**src/rtl/mult_pkg.sv**
```systemverilog
// Shared definitions for the shift-add multiplier: sequencer states and
// default sizing.
package mult_pkg;

  localparam int DEFAULT_N     = 32;
  localparam int DEFAULT_CNT_W = $clog2(DEFAULT_N);

  typedef enum logic [1:0] {
    IDLE = 2'd0,
    LOAD = 2'd1,
    CALC = 2'd2,
    DONE = 2'd3
  } state_t;

endpackage

```
**src/rtl/product_register.sv**
```systemverilog
// Double-width accumulator for the shift-add multiplier. Each step does an
// optional add of the multiplicand into the high half, then a right shift.
module product_register
  import mult_pkg::*;
#(
  parameter int N = DEFAULT_N
) (
  input  logic           clk,
  input  logic           rst,
  input  logic           init,
  input  logic           step,
  input  logic [N-1:0]   multiplier_in,
  input  logic [N-1:0]   multiplicand,
  output logic [2*N-1:0] product
);

  logic [N-1:0] hi;
  logic [N-1:0] lo;
  logic [N:0]   sum;

  // The carry exists only inside this sum: it is shifted straight into the
  // top of hi, so it never needs a flop of its own.
  always_comb begin
    sum = {1'b0, hi} + (lo[0] ? {1'b0, multiplicand} : '0);
  end

  always_ff @(posedge clk or negedge rst) begin
    if (!rst) begin
      hi <= '0;
      lo <= '0;
    end else if (init) begin
      hi <= '0;
      lo <= multiplier_in;
    end else if (step) begin
      hi <= sum[N:1];
      lo <= {sum[0], lo[N-1:1]};
    end
  end

  assign product = {hi, lo};

endmodule

```
**src/rtl/multiplier_sequencer.sv**
```systemverilog
// Sequencer for the unsigned shift-add multiplier: loads the Multiplicand
// register, runs N add/shift iterations and hands the product off with valid/ack.
module multiplier_sequencer
  import mult_pkg::*;
#(
  parameter int N = DEFAULT_N
) (
  input  logic           clk,
  input  logic           rst,
  input  logic           start,
  input  logic [N-1:0]   multiplier_in,
  input  logic [N-1:0]   multiplicand_out,
  output logic           w_ctrl_Multiplicand,
  output logic           busy,
  output logic           product_valid,
  input  logic           product_ack,
  output logic [2*N-1:0] product
);

  localparam int CNT_W = (N > 1) ? $clog2(N) : 1;

  state_t           state;
  logic [CNT_W-1:0] count;
  logic             init;
  logic             step;

  assign init = (state == IDLE) && start;
  assign step = (state == CALC);

  product_register #(.N(N)) u_product_register (
    .clk           (clk),
    .rst           (rst),
    .init          (init),
    .step          (step),
    .multiplier_in (multiplier_in),
    .multiplicand  (multiplicand_out),
    .product       (product)
  );

  // The LOAD cycle exists only so the external Multiplicand register is
  // written by the strobe before CALC starts reading it back.
  always_ff @(posedge clk or negedge rst) begin
    if (!rst) begin
      state               <= IDLE;
      count               <= '0;
      w_ctrl_Multiplicand <= 1'b0;
      busy                <= 1'b0;
      product_valid       <= 1'b0;
    end else begin
      case (state)
        IDLE: begin
          if (start) begin
            state               <= LOAD;
            count               <= '0;
            w_ctrl_Multiplicand <= 1'b1;
            busy                <= 1'b1;
          end
        end
        LOAD: begin
          w_ctrl_Multiplicand <= 1'b0;
          state               <= CALC;
        end
        CALC: begin
          count <= count + CNT_W'(1);
          if (count == CNT_W'(N - 1)) begin
            state         <= DONE;
            busy          <= 1'b0;
            product_valid <= 1'b1;
          end
        end
        DONE: begin
          if (product_ack) begin
            product_valid <= 1'b0;
            state         <= IDLE;
          end
        end
        default: begin
          state <= IDLE;
        end
      endcase
    end
  end

endmodule

```
**config.mk**
```make
export PLATFORM = sky130hd
export DESIGN_NAME = multiplier_sequencer
export DESIGN_NICKNAME = d
export VERILOG_FILES = /design/src/rtl/mult_pkg.sv /design/src/rtl/product_register.sv /design/src/rtl/multiplier_sequencer.sv
export SDC_FILE = /design/constraint.sdc
export NUM_CORES = 1
export LEC_CHECK = 0
export CAP_MARGIN = 10
export CORE_MARGIN = 5
export CORE_UTILIZATION = 29
export DETAILED_ROUTE_END_ITERATION = 8
export GPL_ROUTABILITY_DRIVEN = 1
export HOLD_SLACK_MARGIN = 0.03
export PLACE_DENSITY_LB_ADDON = 0.05
export SLEW_MARGIN = 10
export SYNTH_ARGS = -nofsm -noshare
export SYNTH_HDL_FRONTEND = slang
export SYNTH_HIERARCHICAL = 1
export SYNTH_SLANG_ARGS = --single-unit
```
**constraint.sdc**
```tcl
create_clock -name clk -period 5.21 [get_ports clk]
set_input_delay 1.042 -clock clk [delete_from_list [all_inputs] [get_ports clk]]
set_output_delay 1.042 -clock clk [all_outputs]
set_load 0.05 [all_outputs]
```
==> results of run 1 <==
==> per-stage QoR <==
| stage | worst slack (ps) | total power [mW] | instance area [µm²] | hold slack, ps |
|---|---|---|---|---|
| 6_report | 1625 | 4.676 | 7166 | 501.4 |
| 5_1_grt | 1383 | 5.005 | 7166 | 530.1 |
| 4_1_cts | 1566 | 4.745 | 7166 | 511.6 |
| 3_5_place_dp | 1253 | 4.020 | 6845 | 491.9 |
| 3_3_place_gp | 1307 | 4.019 | 6845 | 484.7 |
| 2_1_floorplan | 1958 | 3.120 | 5295 | 472.2 |
==> layer usage <==
layer | up-vias | GRT usage
li1 | 2305 | -
met2 | 120 | 0.2375
met1 | 2196 | 0.1817
met3 | 11 | 0.05488
met5 | - | 0
met4 | 0 | 0.03545
==> cells in the mapped netlist, drive strengths merged, types with 4 or more instances <==
cell / number
o21a: 6
clkbuf: 22
xor2: 13
nand3b: 4
inv: 20
o21bai: 5
a31oi: 5
xnor2: 13
o211ai: 6
nor2: 38
a21oi: 37
ha: 38
nand2: 61
mux2i: 45
nand4: 7
nand2b: 5
nand3: 10
a211oi: 4
dfrtp: 74
buf: 7
nor2b: 7
nor3: 11
and2: 33
a22o: 15
o21ai: 51
a21o: 10
==> state kept, by name, summed over array words and instances, names as in the netlist <==
register,flops
count,5
state,2
u_product_register/lo,32
product_valid,1
w_ctrl_Multiplicand,1
busy,1
u_product_register/hi,32
==> how the worst min path moves through the flow <==
stage	from	end	slack (ps)	cells after the start
6_report	product_valid	product_valid	500	1
5_1_grt	count[4]	count[4]	530	1
4_1_cts	product_valid	product_valid	510	1
3_5_place_dp	product_valid	product_valid	490	1
3_3_place_gp	count[4]	count[4]	480	1
2_1_floorplan	count[4]	count[4]	470	1
==> power groups by stage <==
stage	combinational (mW)	clock [mW]	sequential [mW]
5_1_grt	3.16	0.739	1.11
3_5_place_dp	2.94	0	1.08
2_1_floorplan	1.40	0	1.72
4_1_cts	2.96	0.717	1.07
3_3_place_gp	2.95	0	1.07
6_report	2.92	0.690	1.06
==> logic make-up (layout without fill, tap and decap cells) <==
| kind of cell | count (synthesis) | in the layout | synth area share |
|---|---|---|---|
| DFF | 74 | 74 | 0.3497 |
| adders and majority gates | 39 | 39 | 0.09357 |
| buffers and inverters | 49 | 173 | 0.03568 |
| muxes | 46 | 46 | 0.08790 |
| AOI/OAI and AO/OA | 161 | 161 | 0.2172 |
| and+or+nand+nor | 184 | 184 | 0.1730 |
| xor gates and xnor gates | 26 | 26 | 0.04301 |
==> area by class of cell <==
type	count	area, µm²
Multi-Input combinational cell	456	3271
Inverter	20	75.07
Tap cell	229	286.5
Clock inverter	6	91.34
Clock buffer	10	229.0
Timing Repair Buffer	137	1361
Sequential cell	74	1852
Fill cell	1819	10800
==> worst max-delay path: stages <==
cell and delay, ps:
clkdlybuf4s50_1 510, nand2_1 110, inv_1 110, ha_1 250
a211oi_2 280, o211ai_2 120, a221oi_4 360, o21ai_1 180
a21oi_1 370, o21ai_1 150, xnor2_1 150, a22o_1 180
==> results_dict.tcl, run 1 <==
set metrics [dict create \
    final_core_util 0.3989 \
    post-dp-hpwl_um 10820 \
    ios 135 \
    antenna_found_initial 0 \
    die_h_um 145.1 \
    drc 0 \
    p_per_area_nw_per_um2 652.6 \
    finalSetupViolations 0 \
    fin_crit_ps 3585 \
    drt-initial-drc-count 249 \
    die_w_um 145.1 \
    routabilityCongestion 0.8068 \
    ys_seq_area_frac 0.3497 \
    first_global_vias 4805 \
    vias 4632 \
    layoutNonFillerInstCount 932 \
    drive_gt1_frac 0.06117 \
    worstMarginPinSlew_ps 1075 \
    critPathCaptureType "flop" \
    highest_layer "met4" \
    final_cell_mix "133 x clkdlybuf4s50_1, 74 x dfrtp_1, 61 x nand2_1" \
    route.met3.wl_um 1095 \
    clock_latency_ps 340 \
    synth.avg_cell_area_um2 9.145 \
    hold_class "flop to flop" \
    startpoint "multiplicand_out[1]" \
    synth_cell_types 61 \
    dp.cells 916 \
    syn_inst 579 \
    post_drt_wl_per_cell_um 16.42 \
    synth-edff-count 0 \
    cp-endpoint "u_product_register/hi[26]" \
    yosysTopAreaCellShare 0.3497 \
    grt_use_total 0.1452 \
    yosysTopAreaCell "dfrtp_1" \
    fmaxAchievable_ghz 0.2789 \
    slew_viol_final 0 \
    initial_utilization 0.2948 \
    routed_via_density 4.970 \
    pwr-share-comb 0.625 \
    clkTransAtPathRegs_ps 60 \
    rrSetupSlack_ps 1670 \
    switching_share 0.4974 \
    synthFlopType "dfrtp_1" \
    startpoint_type "input port" \
    rsz0062_at_grt "no" \
    skew_ps 7.670 \
    ant_nets 0 \
    htreeDepth 3 \
    synthArstFlopShare 1.000 \
    synthTopCellsByArea "dfrtp_1 35%, ha_1 9.0%, mux2i_1 8.5%" \
    wl_met2_um 7193 \
    clock_power_share 0.147 \
    firstDrtPassIters 5 \
    final_common_cell "clkdlybuf4s50_1" \
    reg2reg_depth 12 \
    reg2reg_to "u_product_register/hi[27]" \
    port_buffers 134 \
    cts_tree "built" \
    power_leakage_nw 3.056 \
    wl_met1_um 6861 \
    internal-power_mw 2.350 \
    core_um2 17960 \
    hold_viol 0 \
    max-slew-margin-rel 0.2835 \
    synth_area_um2 5295 \
    overflow 0 \
    cts_resized 0 \
    row_count 49 \
    drv_cap 0 \
    grt_max_degree 84 \
    clockRootBuffer "clkbuf_16" \
    reg2reg_from "u_product_register/lo[0]" \
    n_antenna_cell 0 \
    status "completed" \
    crit_arrival_ps 3820 \
    synth_fp_nets 686 \
    post_cts_buffers 0 \
    wl_um 15310 \
    cts_buffers 9 \
    clockBufferDepth 2 \
    ir_worst_vdd_mv 0.3768 \
    synth-seq-cells 74 \
    postCtsHoldBufs 0 \
    critPathRequiredTime_ps 5450 \
    area_delta_synth_final_pct 35.33 \
    cts_num_sinks 74 \
    grt_pass1_wl_um 25330 \
    tns_ps 0 \
    power_switching_mw 2.326 \
    finalNetCount 805 \
    crit_fanout 4 \
    yosysWarnings 6 \
    dieArea_um2 21060 \
    critical_path_class "input port to flop" \
    pwr-share-seq 0.227 \
    min_period_over_period 0.6881 \
]
(Power assumes the default switching activity.)
==> run 2, diff against run 1 <==
clock period = 3.6 ns   (was 5.21 ns; I/O delays follow)
==> run 2 against run 1 <==
  * Critical path depth rose by 1
  * Hold slack improved by 9.3 ps
  * Sequential share of layout area fell by 0.076 points
  * Die area did not move
  * Core utilization rose by 0.12 points
  * Design area rose by 0.30%
  * Register-to-register slack got worse by 1100 ps
  * Non-clock buffer count rose by 8
  * Worst setup slack got worse by 1200 ps
  * Flip-flop and latch count did not move
  * Via count rose by 0.32%
  * Clock power rose by 26%
  * Critical path type unchanged
  * Largest cell class unchanged
  * Highest routed layer unchanged
==> results_dict.tcl, run 2 (synthesized netlist as in run 1, its figures left out) <==
set metrics [dict create \
    min_period_over_period 0.8930 \
    switching_share 0.5057 \
    postCtsHoldBufs 0 \
    htreeDepth 3 \
    ir_worst_vdd_mv 0.4597 \
    top_regs "u_product_register/hi: 32 flops, u_product_register/lo: 32 flops, count: 5 flops" \
    power_switching_mw 3.377 \
    grtUsageMet3 0.05582 \
    fill_cells 1761 \
    setup_ws_ps 385.1 \
    drv_cap 0 \
    drive_gt1_frac 0.07032 \
    initial_utilization 0.2948 \
    hold_ws_ps 510.6 \
    clockBufferDepth 2 \
    clockRootBuffer "clkbuf_16" \
    cts_buffers 9 \
    max-slew-margin-rel 0.3226 \
    cts_tree "built" \
    critPathRequiredTime_ps 3830 \
    row_count 49 \
    antenna_found_initial 0 \
    slew_viol_final 0 \
    drc 0 \
    pwr-share-seq 0.226 \
    final_cell_mix "133 x clkdlybuf4s50_1, 74 x dfrtp_1, 61 x nand2_1" \
    clkTransAtPathRegs_ps 60 \
    dpl_cell_area_um2 6903 \
    ios 135 \
    worstMarginPinSlew_ps 1016 \
    met2_usage 0.2380 \
    ant_nets 0 \
    routed_via_density 4.938 \
    crit_slowest_cell "clkdlybuf4s50_1" \
    skew_ps 7.024 \
    finalNetCount 813 \
    firstDrtPassIters 4 \
    port_buffers 134 \
    finalSetupViolations 0 \
    crit_chain "clkdlybuf4s50_1, and2_1, ha_1, inv_1, fa_1, nor2b_4, o2111ai_2, a211oi_2, nor3_1, o21a_2, o31ai_4, xor2_1, a22o_1" \
    clock_power_share 0.131 \
    wl_um 15370 \
    rsz0062_at_grt "no" \
    grt_pass1_wl_um 25970 \
    tns_ps 0 \
    die_w_um 145.1 \
    startpoint_type "input port" \
    area_delta_synth_final_pct 35.73 \
    postLayoutCellArea_um2 7187 \
    overflow 0 \
    power_leakage_nw 3.062 \
    crit_fanout 3 \
    routabilityCongestion 0.8514 \
    cp_slowest_stage_delay_ps 490 \
    pwr-share-comb 0.644 \
    grt_use_total 0.1469 \
    top_usage_layer "met2" \
    use_met1 0.1860 \
    core_um2 17960 \
    drt-initial-drc-count 205 \
    hold_viol 0 \
    internal-power_mw 3.301 \
    first_global_vias 5037 \
    fmaxAchievable_ghz 0.3110 \
    fin_crit_ps 3215 \
    critPathCaptureType "flop" \
    clock_latency_ps 340 \
    grt_max_degree 80 \
    p_per_area_nw_per_um2 929.2 \
    post_drt_wl_per_cell_um 16.33 \
    cts_resized 0 \
    critical_path_class "input port to flop" \
    final_common_cell "clkdlybuf4s50_1" \
    design_power_total_mw 6.678 \
    post_cts_buffers 0 \
    post-dp-hpwl_um 11390 \
    hold_class "flop to flop" \
    crit_arrival_ps 3440 \
    place_ws_ps 2.310 \
    vias 4647 \
    die_h_um 145.1 \
    cts_num_sinks 74 \
    status "completed" \
    dieArea_um2 21060 \
]
[run 2: cell count changes in the layout (fill, tap and decap cells not counted)]
| cell | before | now |
|---|---|---|
| bufinv_16 | 2 | 0 |
| clkbuf_8 | 0 | 1 |
| clkinv_2 | 1 | 0 |
| diode_2 | 0 | 1 |
| clkinvlp_4 | 0 | 4 |
| inv_6 | 0 | 1 |
| clkinv_4 | 3 | 0 |
| nor2b_2 | 1 | 0 |
| buf_4 | 4 | 12 |
| nor2b_1 | 5 | 6 |
[run 2: per-layer routing]
layer	wire, µm	part of all wire
met4	230	0.015
met2	7054	0.46
met5	0	0
met1	6979	0.45
met3	1103	0.072
[run 2: per-stage QoR]
step / instances / utilization
2_1_floorplan: 579 / -
3_3_place_gp: 924 / 0.3843
3_5_place_dp: 924 / 0.3843
4_1_cts: 940 / 0.3999
5_1_grt: 940 / 0.3999
6_report: 941 / 0.4001
[run 2: area by class of cell]
cell class / count / area [µm²] / area share
clock inverter: 5 / 38.79 / 0.005397
multi-input combinational: 456 / 3268 / 0.4547
clock buffer: 11 / 242.7 / 0.03377
inverter: 20 / 75.07 / 0.01045
sequential: 74 / 1852 / 0.2577
timing repair buffer: 145 / 1421 / 0.1978
antenna: 1 / 2.502 / 0.0003482
tap: 229 / 286.5 / 0.03987
[run 2: path summary, 6_finish.rpt]
path                                          startpoint                        end  slack [ps]  cells past startpoint
worst max-delay path                 multiplicand_out[0]  u_product_register/hi[27]         390                     13
worst min-delay path                            count[4]                   count[4]         510                      1
worst max register to register  u_product_register/lo[0]  u_product_register/hi[27]         550                     11
worst min register to register                  count[4]                   count[4]         510                      1
max in group asynchronous                            rst   u_product_register/lo[7]        2390                      1
min in group asynchronous                            rst  u_product_register/hi[14]         550                      1
[run 2: critical path: cells and delay by family]
kind	cells	cell delay (ps)
AOI/OAI and AO/OA	5	1070
adders and majority gates	2	600
buffers and inverters	2	550
and+or+nand+nor	3	400
xor gates and xnor gates	1	90
[run 2: power by group through the flow]
| stage | Clock (mW) | Sequential (mW) | Combinational, mW |
|---|---|---|---|
| final | 0.872 | 1.51 | 4.30 |
| after global routing | 0.944 | 1.57 | 4.67 |
| after CTS | 0.912 | 1.52 | 4.34 |
| after detailed placement | 0 | 1.52 | 4.33 |
| after global placement | 0 | 1.52 | 4.31 |
| after floorplan | 0 | 2.49 | 2.02 |
